File: src/rtl/muldiv_unit.sv
// Iterative RV32M multiply/divide unit for the EX stage: shift-add multiply and
// restoring divide, one bit per cycle, with early-out for divide-by-zero and overflow.
module muldiv_unit #(
  parameter int WIDTH = 32
) (
  input  logic             clk,
  input  logic             rst,
  input  logic             start,
  input  logic [2:0]       funct3,
  input  logic [WIDTH-1:0] op_a,
  input  logic [WIDTH-1:0] op_b,
  input  logic             flush,
  output logic             stall_req,
  output logic             busy,
  output logic             done,
  output logic [WIDTH-1:0] result
);

  localparam int               CNT_W    = $clog2(WIDTH) + 1;
  localparam logic [CNT_W-1:0] LAST_CNT = CNT_W'(WIDTH - 1);
  localparam logic [CNT_W-1:0] CNT_ONE  = CNT_W'(1);
  localparam logic [WIDTH-1:0] ALL_ZERO = {WIDTH{1'b0}};
  localparam logic [WIDTH-1:0] ALL_ONES = {WIDTH{1'b1}};
  localparam logic [WIDTH-1:0] MIN_NEG  = {1'b1, {(WIDTH-1){1'b0}}};

  localparam logic [2:0] F_MUL    = 3'b000;
  localparam logic [2:0] F_MULH   = 3'b001;
  localparam logic [2:0] F_MULHSU = 3'b010;
  localparam logic [2:0] F_MULHU  = 3'b011;
  localparam logic [2:0] F_DIV    = 3'b100;
  localparam logic [2:0] F_DIVU   = 3'b101;
  localparam logic [2:0] F_REM    = 3'b110;
  localparam logic [2:0] F_REMU   = 3'b111;

  typedef enum logic [1:0] {
    IDLE = 2'b00,
    CALC = 2'b01,
    FIN  = 2'b10
  } state_t;

  state_t             state_r;
  state_t             state_nxt;
  logic [2:0]         funct3_r;
  logic [WIDTH-1:0]   opnd_r;   // multiplicand (multiply) or divisor (divide)
  logic [2*WIDTH-1:0] acc_r;    // {product high, multiplier} or {zero, dividend/quotient}
  logic [WIDTH-1:0]   rem_r;
  logic               neg_r;
  logic [CNT_W-1:0]   count_r;
  logic               done_r;
  logic [WIDTH-1:0]   result_r;

  logic               accept_s;
  logic               sa_s;
  logic               sb_s;
  logic               neg_s;
  logic               special_s;
  logic [WIDTH-1:0]   mag_a_s;
  logic [WIDTH-1:0]   mag_b_s;
  logic [WIDTH-1:0]   special_val_s;

  logic [WIDTH:0]     mul_sum_s;
  logic [WIDTH:0]     rem_sh_s;
  logic               quo_bit_s;
  logic [2*WIDTH-1:0] acc_nxt_s;
  logic [2*WIDTH-1:0] prod_s;
  logic [WIDTH-1:0]   rem_nxt_s;
  logic [WIDTH-1:0]   quo_s;
  logic [WIDTH-1:0]   rem_fix_s;
  logic [WIDTH-1:0]   calc_val_s;

  logic               fin_load_s;
  logic [WIDTH-1:0]   fin_val_s;

  assign accept_s = (state_r == IDLE) & start & ~flush;

  // Accept-time decode: operand magnitudes, result sign and early-out results
  always_comb begin
    sa_s          = 1'b0;
    sb_s          = 1'b0;
    special_s     = 1'b0;
    special_val_s = ALL_ZERO;
    case (funct3)
      F_MULH, F_DIV, F_REM: begin
        sa_s = op_a[WIDTH-1];
        sb_s = op_b[WIDTH-1];
      end
      F_MULHSU: begin
        sa_s = op_a[WIDTH-1];
        sb_s = 1'b0;
      end
      default: begin
        sa_s = 1'b0;
        sb_s = 1'b0;
      end
    endcase
    mag_a_s = sa_s ? -op_a : op_a;
    mag_b_s = sb_s ? -op_b : op_b;
    // A remainder follows the dividend's sign; everything else takes the XOR
    neg_s   = (funct3[2] & funct3[1]) ? sa_s : (sa_s ^ sb_s);
    if (funct3[2] && (op_b == ALL_ZERO)) begin
      special_s     = 1'b1;
      special_val_s = funct3[1] ? op_a : ALL_ONES;
    end else if (funct3[2] && !funct3[0] && (op_a == MIN_NEG) && (op_b == ALL_ONES)) begin
      special_s     = 1'b1;
      special_val_s = funct3[1] ? ALL_ZERO : MIN_NEG;
    end else begin
      special_s     = 1'b0;
      special_val_s = ALL_ZERO;
    end
  end

  // One iteration of shift-add multiply or restoring divide, plus final sign fix-up
  always_comb begin
    mul_sum_s = {1'b0, acc_r[2*WIDTH-1:WIDTH]} + {1'b0, opnd_r};
    rem_sh_s  = {rem_r, acc_r[WIDTH-1]};
    quo_bit_s = (rem_sh_s >= {1'b0, opnd_r});
    if (funct3_r[2]) begin
      acc_nxt_s = {acc_r[2*WIDTH-1:WIDTH], acc_r[WIDTH-2:0], quo_bit_s};
      rem_nxt_s = quo_bit_s ? (rem_sh_s[WIDTH-1:0] - opnd_r) : rem_sh_s[WIDTH-1:0];
    end else begin
      acc_nxt_s = acc_r[0] ? {mul_sum_s, acc_r[WIDTH-1:1]} : {1'b0, acc_r[2*WIDTH-1:1]};
      rem_nxt_s = rem_r;
    end
    prod_s    = neg_r ? -acc_nxt_s : acc_nxt_s;
    quo_s     = neg_r ? -acc_nxt_s[WIDTH-1:0] : acc_nxt_s[WIDTH-1:0];
    rem_fix_s = neg_r ? -rem_nxt_s : rem_nxt_s;
    case (funct3_r)
      F_MUL:                     calc_val_s = prod_s[WIDTH-1:0];
      F_MULH, F_MULHSU, F_MULHU: calc_val_s = prod_s[2*WIDTH-1:WIDTH];
      F_DIV, F_DIVU:             calc_val_s = quo_s;
      F_REM, F_REMU:             calc_val_s = rem_fix_s;
      default:                   calc_val_s = prod_s[WIDTH-1:0];
    endcase
  end

  // Next-state, stall request and result-load decode
  always_comb begin
    state_nxt  = state_r;
    stall_req  = 1'b0;
    fin_load_s = 1'b0;
    fin_val_s  = ALL_ZERO;
    case (state_r)
      IDLE: begin
        if (accept_s) begin
          stall_req = 1'b1;
          if (special_s) begin
            state_nxt  = FIN;
            fin_load_s = 1'b1;
            fin_val_s  = special_val_s;
          end else begin
            state_nxt = CALC;
          end
        end else begin
          state_nxt = IDLE;
        end
      end
      CALC: begin
        stall_req = 1'b1;
        if (flush) begin
          state_nxt = IDLE;
        end else if (count_r == LAST_CNT) begin
          state_nxt  = FIN;
          fin_load_s = 1'b1;
          fin_val_s  = calc_val_s;
        end else begin
          state_nxt = CALC;
        end
      end
      FIN:     state_nxt = IDLE;
      default: state_nxt = IDLE;
    endcase
  end

  // State, done pulse and result registers
  always_ff @(posedge clk or posedge rst) begin
    if (rst) begin
      state_r  <= IDLE;
      done_r   <= 1'b0;
      result_r <= ALL_ZERO;
    end else begin
      state_r  <= state_nxt;
      done_r   <= fin_load_s;
      result_r <= fin_load_s ? fin_val_s : result_r;
    end
  end

  // Operand latch on accept, then one iteration per CALC cycle
  always_ff @(posedge clk or posedge rst) begin
    if (rst) begin
      funct3_r <= 3'b000;
      opnd_r   <= ALL_ZERO;
      acc_r    <= {2*WIDTH{1'b0}};
      rem_r    <= ALL_ZERO;
      neg_r    <= 1'b0;
      count_r  <= {CNT_W{1'b0}};
    end else if (accept_s) begin
      funct3_r <= funct3;
      neg_r    <= neg_s;
      rem_r    <= ALL_ZERO;
      count_r  <= {CNT_W{1'b0}};
      if (funct3[2]) begin
        opnd_r <= mag_b_s;
        acc_r  <= {ALL_ZERO, mag_a_s};
      end else begin
        opnd_r <= mag_a_s;
        acc_r  <= {ALL_ZERO, mag_b_s};
      end
    end else if (state_r == CALC) begin
      acc_r   <= acc_nxt_s;
      rem_r   <= rem_nxt_s;
      count_r <= count_r + CNT_ONE;
    end else begin
      acc_r   <= acc_r;
      rem_r   <= rem_r;
      count_r <= count_r;
    end
  end

  assign busy   = (state_r != IDLE);
  assign done   = done_r;
  assign result = result_r;

endmodule

File: config.mk
export PLATFORM = sky130hd
export DESIGN_NAME = muldiv_unit
export DESIGN_NICKNAME = d
export VERILOG_FILES = /design/src/rtl/muldiv_unit.sv
export SDC_FILE = /design/constraint.sdc
export NUM_CORES = 1
export LEC_CHECK = 0
export CAP_MARGIN = 40
export CELL_PAD_IN_SITES_DETAIL_PLACEMENT = 1
export CELL_PAD_IN_SITES_GLOBAL_PLACEMENT = 2
export CORE_MARGIN = 3
export CORE_UTILIZATION = 25
export CTS_BUF_LIST = sky130_fd_sc_hd__clkbuf_4
export CTS_CLUSTER_DIAMETER = 200
export DETAILED_ROUTE_END_ITERATION = 10
export PLACE_DENSITY_LB_ADDON = 0.12
export SLEW_MARGIN = 20
export SYNTH_ARGS = -nofsm -noshare
export SYNTH_HDL_FRONTEND = slang
export SYNTH_SLANG_ARGS = --single-unit
export TNS_END_PERCENT = 5
File: constraint.sdc
create_clock -name clk -period 8.7 [get_ports clk]
set_input_delay 1.74 -clock clk [delete_from_list [all_inputs] [get_ports clk]]
set_output_delay 1.74 -clock clk [all_outputs]
set_load 0.03 [all_outputs]
Word level (Yosys, flattened, before mapping). Cells that the tools add are included.

Bits in registers: 173. Bits in latches: 0. RAM bits: 0. Memory bits (read-only): 0. Output and inout bits: 35. Logic and storage cells: 97. Memories: 0.

$add $sub $neg: 8. Multipliers: 0. Div/mod/pow operators: 0. Magnitude comparators: 1. Equal/unequal tests: 15. Shifts and indexed selects: 0. Muxes and demuxes: 44. Bitwise gates (word level): 5. Reduce and logical (&&, ||, !) cells: 15.

Operator list (number): 32-bit 2-to-1 mux (18); 64-bit 2-to-1 mux (5); 32-bit negation (4); 32-bit case mux with 4 select lines (1); 32-bit == test (second input constant) (2); 64-bit negation (1); 32-bit case mux with 2 select lines (1); 32-bit by 32-bit adder with 33-bit output (1); 33-bit by 32-bit greater-or-equal comparator with 1-bit output (1); 32-bit zero test (1); 32-bit subtractor (1); 3-bit == test (second input constant) (6); 6-bit 2-to-1 mux (2); 1-bit 2-to-1 mux (10); 3-bit by 2-bit == test with 1-bit output (second input constant) (3); 2-bit 2-to-1 mux (4); 6-bit by 1-bit adder with 6-bit output (second input constant) (1); 3-bit by 1-bit == test with 1-bit output (second input constant) (2); 6-bit by 5-bit == test with 1-bit output (second input constant) (1); 3-bit OR reduction (2); 1-bit logical AND (4); 1-bit case mux with 2 select lines (2); 2-bit case mux with 2 select lines (1); 2-bit nonzero test (2); 9 further kinds (12).

Logic depth before layout (Yosys ltp). Gate-level depths: netlist of run 1.

Word-level depth: 9. Depth in mapped cells: 22. Depth with buffers taken out: 19.

Worst setup path after synthesis of run 1. OpenSTA, ideal clock, no wires.

Path type: flip-flop to flip-flop. Start: register funct3_r[2]. End: register result_r[30] (netlist: result[30]). Library setup time: 0.126 ns. Arrival time: 5.576 ns. Path slack: 2.998 ns. Stages on the path, launching flop included: 23. Path buffers: 9. Cell sequence: dfrtp_1 > buf_6 > buf_6 > buf_2 > buf_2 > buf_2 > buf_2 > buf_2 > buf_1 > clkbuf_1 > mux2i_1 > ha_1 > o2111a_1 > nand4_2 > or2_4 > or4_4 > nor3_4 > nand3_2 > or4_4 > nand2b_4 > o31ai_4 > xor2_1 > a221o_1.

Word-level cells in the longest chain between the ends: 7. Elaborated cells on any way between the ends: 23. Those cells by class: 3 x add/sub; 7 x eq/ne; 9 x mux; 4 x reduce/logical.

RTL lines: start, declared (line 43) `logic [2:0] funct3_r;`; start signal, assigned (line 197) `funct3_r <= funct3;`; 64-bit 2-to-1 mux or 32-bit 2-to-1 mux (tied branches) (line 117) `if (funct3_r[2]) begin`; 64-bit negation, or another cell as far along (line 124) `prod_s = neg_r ? -acc_nxt_s : acc_nxt_s;`; 64-bit 2-to-1 mux, or another cell as far along (line 124); 32-bit case mux with 4 select lines (*) (line 127) `case (funct3_r)`; 32-bit 2-to-1 mux (*) (line 161) `end else if (count_r == LAST_CNT) begin`; 32-bit 2-to-1 mux (*) (line 159) `if (flush) begin`; 32-bit case mux with 2 select lines (*) (line 142) `case (state_r)`; end signal, assigned (line 183) `result_r <= fin_load_s ? fin_val_s : result_r;`; end, declared (line 50) `logic [WIDTH-1:0] result_r;`.

Mark *: on every way between the ends. The rest lies on a longest branch, timed or not. A chain may end at the register's enable or synchronous reset.

Final worst setup path of run 1.
Start: register opnd_r[24]. End: register result_r[14] (netlist: result[14]).

Word-level cells in the longest chain between the ends: 9. Elaborated cells on any way between the ends: 14. Those cells by class: 3 x add/sub; 1 x order compare; 10 x mux.

RTL lines: start, declared (line 44) `logic [WIDTH-1:0] opnd_r;`; start signal, assigned (line 202) `opnd_r <= mag_b_s;`; start signal, assigned (line 205) `opnd_r <= mag_a_s;`; 33-bit by 32-bit greater-or-equal comparator with 1-bit output (*) (line 116) `quo_bit_s = (rem_sh_s >= {1'b0, opnd_r});`; 32-bit 2-to-1 mux (line 119) `rem_nxt_s = quo_bit_s ? (rem_sh_s[WIDTH-1:0] - opnd_r) : rem_sh_s[WIDTH-1:0];`; 32-bit 2-to-1 mux (line 117); 32-bit negation (line 126) `rem_fix_s = neg_r ? -rem_nxt_s : rem_nxt_s;`; 32-bit 2-to-1 mux (line 126); 32-bit case mux with 4 select lines (*) (line 127); 32-bit 2-to-1 mux (*) (line 161); 32-bit 2-to-1 mux (*) (line 159); 32-bit case mux with 2 select lines (*) (line 142).

Marked as above.

==> results of run 1 <==
[power by group through the flow]
stage	clock [mW]	combinational, mW	sequential [mW]
after floorplan	0	3.25	1.24
after global placement	0	5.12	1.41
after detailed placement	0	5.14	1.42
after CTS	0.531	5.17	1.40
after global routing	0.561	5.63	1.45
final	0.512	5.23	1.41
[metal layers]
metal  track usage  vias up  part of all wire
li1              -     9139                 -
met1         0.356     9976              0.46
met2         0.438      478              0.47
met3        0.0258      106             0.036
met4        0.0926        2             0.036
met5             0        -           0.00012
[stage by stage]
step | cells | hold WS [ns]
after floorplan | 2467 | 0.478
after CTS | 3436 | 0.516
after global routing | 3441 | 0.587
after detailed placement | 3404 | 0.477
after global placement | 3393 | 0.475
final | 3444 | 0.517
[sequential cells by signal, summed over array words and instances (netlist names)]
signal    cells
opnd_r       32
acc_r        64
count_r       6
neg_r         1
result       32
funct3_r      3
state_r       1
done          1
rem_r        32
[critical path, delay by kind of cell, from the launching register on]
kind / cells / cell delay [ns]
AOI/OAI and AO/OA: 10 / 2.98
xor gates and xnor gates: 1 / 0.19
adders and majority gates: 2 / 0.78
buffers and inverters: 2 / 0.34
DFF: 1 / 0.39
and+or+nand+nor: 5 / 1.61
[path summary, 6_finish.rpt]
check	startpoint	to
max in group asynchronous	rst	acc_r[13]$_DFFE_PP0P_
min in group asynchronous	rst	acc_r[2]$_DFFE_PP0P_
min	result[16]$_DFFE_PP0P_	result[16]$_DFFE_PP0P_
max	opnd_r[24]$_DFFE_PP0P_	result[14]$_DFFE_PP0P_
min reg2reg	result[16]$_DFFE_PP0P_	result[16]$_DFFE_PP0P_
max reg2reg	opnd_r[24]$_DFFE_PP0P_	result[14]$_DFFE_PP0P_
[placed cells by master (no fill, tap or decap), types with 69 or more instances in the layout]
master	instances
nand2_1	303
o21ai_0	252
a21oi_1	208
nor2_1	200
dfrtp_1	170
clkdlybuf4s50_1	104
xnor2_1	87
inv_1	83
xor2_1	77
ha_1	69
[area by class of cell]
cell class / instances / area (um^2) / share of cell area
Clock inverter: 13 / 119 / 0.00583
Antenna cell: 4 / 10.0 / 0.000491
Timing Repair Buffer: 160 / 1520 / 0.0744
Sequential cell: 172 / 4310 / 0.211
Multi-Input combinational cell: 2047 / 12800 / 0.627
Tap cell: 940 / 1180 / 0.0576
Clock buffer: 19 / 143 / 0.00699
Inverter: 89 / 342 / 0.0167
[kinds of logic (layout without fill, tap and decap cells)]
family | after synthesis | in the layout | share of synthesized area
adders and majority gates | 71 | 71 | 0.0501
DFF | 172 | 172 | 0.239
xor gates and xnor gates | 164 | 164 | 0.0796
other | 0 | 4 | 0
muxes | 55 | 55 | 0.0307
buffers and inverters | 248 | 281 | 0.0546
AOI/OAI and AO/OA | 889 | 889 | 0.314
and+or+nand+nor | 868 | 868 | 0.232
==> metrics.yaml, run 1 <==
status: "complete, no violations"
dp_hpwl_um: 81100
ys_async_sr_fraction: 1.00
synth_common_cells: "nand2_1, o21ai_0, a21oi_1"
first_pass_iters: 5
rrSetupSlack_ns: 2.30
fill_cells: 8622
hold_depth: 2
synth_cells: 2467
min_path_type: "reg2reg"
pre_cts_slack_ns: 2.06
synth-main-ff-cell: "dfrtp_1"
synth.distinct_cells: 105
p_int_mw: 2.84
maxCapViolations: 0
rsz0062_at_grt: "no"
p_comb_frac: 0.731
drc: 0
synth_top_area_cell: "dfrtp_1"
wl_per_cell_um: 29.2
hold_viol_final: 0
routed_wl_um: 101000
grt_pass1_wl_um: 145000
critPathMaxStageDelay_ns: 0.52
synth-seq-cells: 172
final_area_mm2: 0.0204
pwr-share-seq: 0.198
synth_top_area_share: 0.239
fin_util: 0.288
coreArea_mm2: 0.0708
ir_worst_vdd_uv: 122
grt_max_degree: 90
synth-edff-count: 0
finalSetupTns_ns: 0
clkPwrFrac: 0.072
cts_resized: 0
holdBufCountCts: 0
yosys_warnings: 0
p_leak_nw: 7.96
grt_pass1_vias: 19881
die_area_mm2: 0.0754
num_rows: 97
worstSkewPairLatency_ns: 0.77
start_util: 0.255
htreeDepth: 4
fp.dieH_um: 275
powerDensity_mw_per_mm2: 351
path_cells: "inv_1 -> ha_1 -> a21oi_1 -> o21ai_1 -> a2111oi_2 -> a21o_1 -> buf_4 -> a31o_1 -> ha_1 -> o2111a_1 -> nand4_2 -> or2_4 -> or4_1 -> nor4_1 -> nand3_1 -> o21ai_1 -> xnor2_1 -> o221ai_1 -> a222oi_1 -> a21bo_1"
postCtsSetupBuffers: 0
root_buffer: "clkbuf_4"
grt_usage: 0.264
portBuffers: 105
syn_area_mm2: 0.0180
arrival_ns: 7.08
via_per_inst: 5.72
overflow: 0
drt-initial-drc-count: 1547
setup_viol: 0
cts_tree: "built"
p_sw_frac: 0.603
ios: 106
die_w_um: 275
synthesis.nets: 2609
postPlaceCellArea_mm2: 0.0201
worst_slack_ns: 2.30
cts_buffers: 17
switchingPower_mw: 4.32
area_delta_synth_final_pct: 13.1
antenna_found_initial: 5
final_layout_size_suffix_gt1_frac: 0.0576
cp_max_fo: 14
fmax_mhz: 156
syn_area_per_cell_um2: 7.31
clk_pin_slew_worst_paths_ns: 0.18
fin_crit_sh: 0.736
worst_path_max_delay_cell: "or4_1"
finalCriticalPeriod_ns: 6.40
globalplace.congestion: 0.905
cp-start-kind: "flop"
worst-setup-path-type: "reg2reg"
clkSinkCount: 172
slew_viol_final: 0
required_ns: 9.38
synth_area_leaders: "dfrtp_1, o21ai_0, nand2_1"
num-nets-final: 2629
dr_total_vias: 19701
cts_buffer_depth: 2
worst_pin_slew_ns: 1.15
skew_ns: 0.0445
end_kind: "flop"
synth-seq-area-share: 0.239
synth.most_common_cell: "nand2_1"
slew_headroom: 0.232
totalPowerFinal_mw: 7.16
ant_nets: 0
reg2regPathDepth: 20
(Power assumes the default switching activity.)
==> run 2, diff against run 1 <==
clock period = 5.2 ns   (was 8.7 ns; I/O delays follow)
==> metrics.yaml, run 2 (synthesis gave the netlist of run 1 again) <==
status: "complete, no violations"
cp_max_fo: 3  # -11
ant_nets: 0  # unchanged
grt_pass1_wl_um: 148000  # +1.8%
fmax_mhz: 197  # +26%
dp_hpwl_um: 82400  # +1.6%
grt_usage: 0.268  # +0.00453
path_cells: "inv_1 -> ha_1 -> a21o_1 -> a211o_1 -> a2111oi_4 -> a21o_1 -> a31o_4 -> ha_2 -> o2111a_1 -> nand4_2 -> or2_4 -> or4_4 -> nor3_4 -> nand3_2 -> or4_4 -> nand2b_4 -> o31ai_4 -> xor2_1 -> a221o_1"
ios: 106  # unchanged
drt-initial-drc-count: 1541  # -0.39%
overflow: 0  # unchanged
clk_pin_slew_worst_paths_ns: 0.15  # -0.03 ns
cp_num_buf_inv: 1  # -1
die_w_um: 275  # unchanged
num_rows: 97  # unchanged
clkSinkCount: 172  # unchanged
area_delta_synth_final_pct: 22.5
min_path_type: "reg2reg"
cts_tree: "built"
holdBufCountCts: 0  # unchanged
arrival_ns: 5.77  # -1.31 ns
instances_no_fill: 3633  # +5.5%
regMostFlops: "acc_r"
finalCriticalPeriod_ns: 5.08  # -1.32 ns
routed_wl_um: 102000  # +1.5%
critPathMaxStageDelay_ns: 0.54  # +0.02 ns
wl_per_cell_um: 28.1  # -3.8%
critPathTopFamily: "compound AO/OA/AOI/OAI gates"
globalplace.congestion: 0.980  # +8.3%
grt_max_degree: 96  # +6.7%
fin_crit_sh: 0.978  # +0.242
largest_reg_flops: 64  # unchanged
grt_pass1_vias: 20807  # +4.7%
cp-start-kind: "flop"
root_buffer: "clkbuf_4"
htreeDepth: 4  # unchanged
first_pass_iters: 6  # +1
layout_commonest_cell: "nand2_1"
worst_pin_slew_ns: 0.835  # -0.317 ns
drc: 0  # unchanged
slew_headroom: 0.427  # +0.195
dr_total_vias: 20518  # +4.1%
p_leak_nw: 8.94  # +12%
portBuffers: 105  # unchanged
die_area_mm2: 0.0754  # unchanged
setup_viol: 0  # unchanged
coreArea_mm2: 0.0708  # unchanged
fin_util: 0.312  # +0.0238
skew_ns: 0.0295  # -0.0150 ns
start_util: 0.255  # unchanged
antenna_found_initial: 4  # -1
layout_common_cells: "nand2_1, o21ai_0, buf_4, nor2_1, a21oi_1"
via_per_inst: 5.65  # -1.3%
ir_worst_vdd_uv: 184  # +51%
cts_buffer_depth: 2  # unchanged
worst_path_max_delay_cell: "or4_4"
slew_viol_final: 0  # unchanged
rsz0062_at_grt: "yes"
powerDensity_mw_per_mm2: 582  # +66%
required_ns: 5.89  # -3.49 ns
final_layout_size_suffix_gt1_frac: 0.133  # +0.0755
maxCapViolations: 0  # unchanged
cts_buffers: 17  # unchanged
num-nets-final: 2818  # +7.2%
hold_viol_final: 0  # unchanged
end_kind: "flop"
dp.cells: 3594  # +5.6%
worstSkewPairLatency_ns: 0.80  # +0.03 ns
fp.dieH_um: 275  # unchanged
worst-setup-path-type: "reg2reg"
==> run 2: stage by stage <==
step	hold slack [ns]	setup TNS [ns]	total power [mW]	worst slack, ns	instance area, um^2
final	0.530	0	12.9	0.116	22100
after global placement	0.497	-0.181	11.6	-0.0639	21500
after global routing	0.569	-0.221	13.7	-0.0655	22100
after floorplan	0.478	-1.10	7.51	-0.402	18000
after detailed placement	0.497	-0.425	11.6	-0.122	21600
after CTS	0.535	0	12.7	0.0252	21900
==> run 2: what timing repair did <==
item,4_1_cts,5_1_grt
gates resized for setup,2,31
pin swaps,1,7
endpoints found under the setup margin,10,17
buffers inserted,0,2
==> run 2: routing by layer <==
layer	share of wire	global-route usage
met5	0	0
met4	0.036	0.0992
met3	0.041	0.0263
met2	0.47	0.444
met1	0.45	0.362
==> run 2: power breakdown <==
group | internal, mW | total [mW] | switching, mW
sequential | 1.73 | 2.27 | 0.547
combinational | 3.52 | 9.67 | 6.15
clock | 0.345 | 0.917 | 0.572
total | 5.59 | 12.9 | 7.27
==> run 2: worst paths after layout <==
check,startpoint,to,slack (ns),depth (start not counted)
max in group asynchronous,rst,rem_r[11]$_DFFE_PP0P_,3.64,3
max reg2reg,opnd_r[30]$_DFFE_PP0P_,result[30]$_DFFE_PP0P_,0.12,19
min in group asynchronous,rst,count_r[1]$_DFFE_PP0P_,0.70,2
min,result[2]$_DFFE_PP0P_,result[2]$_DFFE_PP0P_,0.53,2
max,opnd_r[30]$_DFFE_PP0P_,result[30]$_DFFE_PP0P_,0.12,19
min reg2reg,result[2]$_DFFE_PP0P_,result[2]$_DFFE_PP0P_,0.53,2
==> run 2: cell type report <==
cell class / count / area, um^2
antenna: 4 / 10.0
clock buffer: 21 / 158
clock inverter: 11 / 126
fill: 8570 / 48700
inverter: 89 / 338
multi-input combinational: 2047 / 13000
sequential: 172 / 4310
tap: 940 / 1180
timing repair buffer: 349 / 3000
==> run 2: tightest hold or removal path: stages, from the launching register on <==
cell	delay, ns
dfrtp_1	0.38
nand2_1	0.05
o211ai_1	0.07
==> run 3, diff against run 2 <==
CAP_MARGIN = default   (was 40)
==> metrics.yaml, run 3 (synthesis gave the netlist of run 1 again) <==
status: "complete, no violations"
setup_viol: 0  # unchanged
holdBufCountCts: 0  # unchanged
powerDensity_mw_per_mm2: 582  # about the same
critPathMaxStageDelay_ns: 0.54  # about the same
ir_worst_vdd_uv: 189  # +2.8%
min_path_type: "reg2reg"
pre_cts_slack_ns: -0.0826  # +0.0391 ns
start_util: 0.255  # unchanged
num-nets-final: 2816  # -0.071%
instances_no_fill: 3630  # -0.083%
maxCapViolations: 0  # unchanged
dp.cells: 3589  # -0.14%
final_layout_size_suffix_gt1_frac: 0.135  # +0.00196
ant_nets: 0  # unchanged
worst_pin_slew_ns: 1.33  # +0.497 ns
p_leak_nw: 8.86  # -0.85%
routed_wl_um: 102000  # +0.25%
p_int_mw: 5.50  # -1.7%
worst-setup-path-type: "reg2reg"
grt_util_met2: 0.454  # +0.00992
die_area_mm2: 0.0754  # unchanged
largest_reg_flops: 64  # unchanged
grt_usage: 0.270  # +0.00126
grt_pass1_wl_um: 148000  # +0.48%
totalPowerFinal_mw: 12.8  # -0.29%
critPathTopFamily: "compound AO/OA/AOI/OAI gates"
grt_use_met3: 0.0290  # +0.00279
wl_per_cell_um: 28.2  # +0.34%
required_ns: 5.91  # +0.02 ns
via_per_inst: 5.68  # +0.53%
cts_buffers: 17  # unchanged
fp.dieH_um: 275  # unchanged
regMostFlops: "acc_r"
switchingPower_mw: 7.33  # +0.81%
rsz0062_at_grt: "yes"
gr-usage-met1: 0.364  # +0.00201
dr_total_vias: 20609  # +0.44%
portBuffers: 105  # unchanged
cts_buffer_depth: 2  # unchanged
cts_tree: "built"
coreArea_mm2: 0.0708  # unchanged
grt-busiest-layer: "met2"
fin_util: 0.311  # -0.000902
path_cells: "ha_2 -> a21oi_2 -> o21ai_1 -> a21o_1 -> o31ai_4 -> a31o_4 -> ha_2 -> o2111a_1 -> nand4_2 -> or2_4 -> or4_4 -> nor3_4 -> nand3_2 -> or4_4 -> nand2b_4 -> o31ai_4 -> xor2_1 -> a221o_1"
arrival_ns: 5.83  # +0.06 ns
htreeDepth: 4  # unchanged
cp_num_buf_inv: 0  # -1
cp_max_fo: 7  # +4
p_comb_frac: 0.756  # +0.004
area_delta_synth_final_pct: 22.1
p_sw_frac: 0.571  # +0.00621
clkPwrFrac: 0.066  # -0.005
slew_headroom: 0.106  # -0.321
fmax_mhz: 196  # -0.58%
root_buffer: "clkbuf_4"
drc: 0  # unchanged
dp_hpwl_um: 82200  # -0.26%
clkSinkCount: 172  # unchanged
worst_path_max_delay_cell: "or4_4"
drt-initial-drc-count: 1577  # +2.3%
grt_pass1_vias: 20817  # +0.048%
layout_common_cells: "nand2_1, o21ai_0, buf_4, a21oi_1, nor2_1"
first_pass_iters: 5  # -1
ios: 106  # unchanged
die_w_um: 275  # unchanged
finalCriticalPeriod_ns: 5.11  # +0.0296 ns
layout_commonest_cell: "nand2_1"
antenna_found_initial: 3  # -1
hold_viol_final: 0  # unchanged
num_rows: 97  # unchanged
clk_pin_slew_worst_paths_ns: 0.17  # +0.02 ns
fin_crit_sh: 0.983  # +0.00569
overflow: 0  # unchanged
skew_ns: 0.0282  # -0.00131 ns
globalplace.congestion: 0.980  # unchanged
worstSkewPairLatency_ns: 0.82  # +0.02 ns
pwr-share-seq: 0.178  # about the same
worst_slack_ns: 0.0866  # -0.0296 ns
cp-start-kind: "flop"
grt_max_degree: 110  # +15%
slew_viol_final: 0  # unchanged
end_kind: "flop"
## run 3: timing repair
action | in CTS | in global routing
pin swaps | 0 | 12
setup buffers | 0 | 6
resized for setup | 3 | 35
setup endpoints to repair | 8 | 19
## run 3: cell type report
cell class	instances	area [um^2]
Antenna cell	3	7.51
Clock buffer	17	128
Clock inverter	15	125
Fill cell	8594	48700
Inverter	89	338
Multi-Input combinational cell	2047	13000
Sequential cell	172	4310
Tap cell	940	1180
Timing Repair Buffer	347	2930
## run 3: path summary, 6_finish.rpt
check | depth (start not counted) | slack, ns | start | endpoint
max | 18 | 0.09 | rem_r[5]$_DFFE_PP0P_ | result[30]$_DFFE_PP0P_
min | 2 | 0.54 | result[2]$_DFFE_PP0P_ | result[2]$_DFFE_PP0P_
max reg2reg | 18 | 0.09 | rem_r[5]$_DFFE_PP0P_ | result[30]$_DFFE_PP0P_
min reg2reg | 2 | 0.54 | result[2]$_DFFE_PP0P_ | result[2]$_DFFE_PP0P_
max in group asynchronous | 3 | 3.68 | rst | rem_r[21]$_DFFE_PP0P_
min in group asynchronous | 2 | 0.66 | rst | count_r[1]$_DFFE_PP0P_
## run 3: worst register-to-register path, cell delays in order (launching register included)
cell      delay [ns]
dfrtp_1         0.45
ha_2            0.34
a21oi_2         0.21
o21ai_1         0.12
a21o_1          0.23
o31ai_4         0.36
a31o_4          0.26
ha_2            0.20
o2111a_1        0.22
nand4_2         0.10
or2_4           0.28
or4_4           0.54
nor3_4          0.22
nand3_2         0.10
or4_4           0.53
nand2b_4        0.18
o31ai_4         0.22
xor2_1          0.09
a221o_1         0.36
## run 3: power by group through the flow
| stage | Sequential [mW] | Clock (mW) | Combinational (mW) |
|---|---|---|---|
| finish | 2.28 | 0.848 | 9.70 |
| global route | 2.34 | 0.922 | 10.4 |
| CTS | 2.25 | 0.870 | 9.44 |
| detailed placement | 2.29 | 0 | 9.35 |
| global placement | 2.26 | 0 | 9.29 |
| floorplan | 2.08 | 0 | 5.43 |
## run 3: layer usage
layer	share of wire	up-vias
met5	0	-
met4	0.030	0
met3	0.039	86
met2	0.48	552
met1	0.45	10480
li1	-	9491
## run 3: metrics by stage
step	cell area (um^2)	TNS, ns	hold slack (ns)
floorplan	18000	-1.10	0.478
global placement	21500	-0.181	0.497
detailed placement	21500	-0.281	0.495
CTS	21800	0	0.534
global route	22000	-0.327	0.566
finish	22000	0	0.536
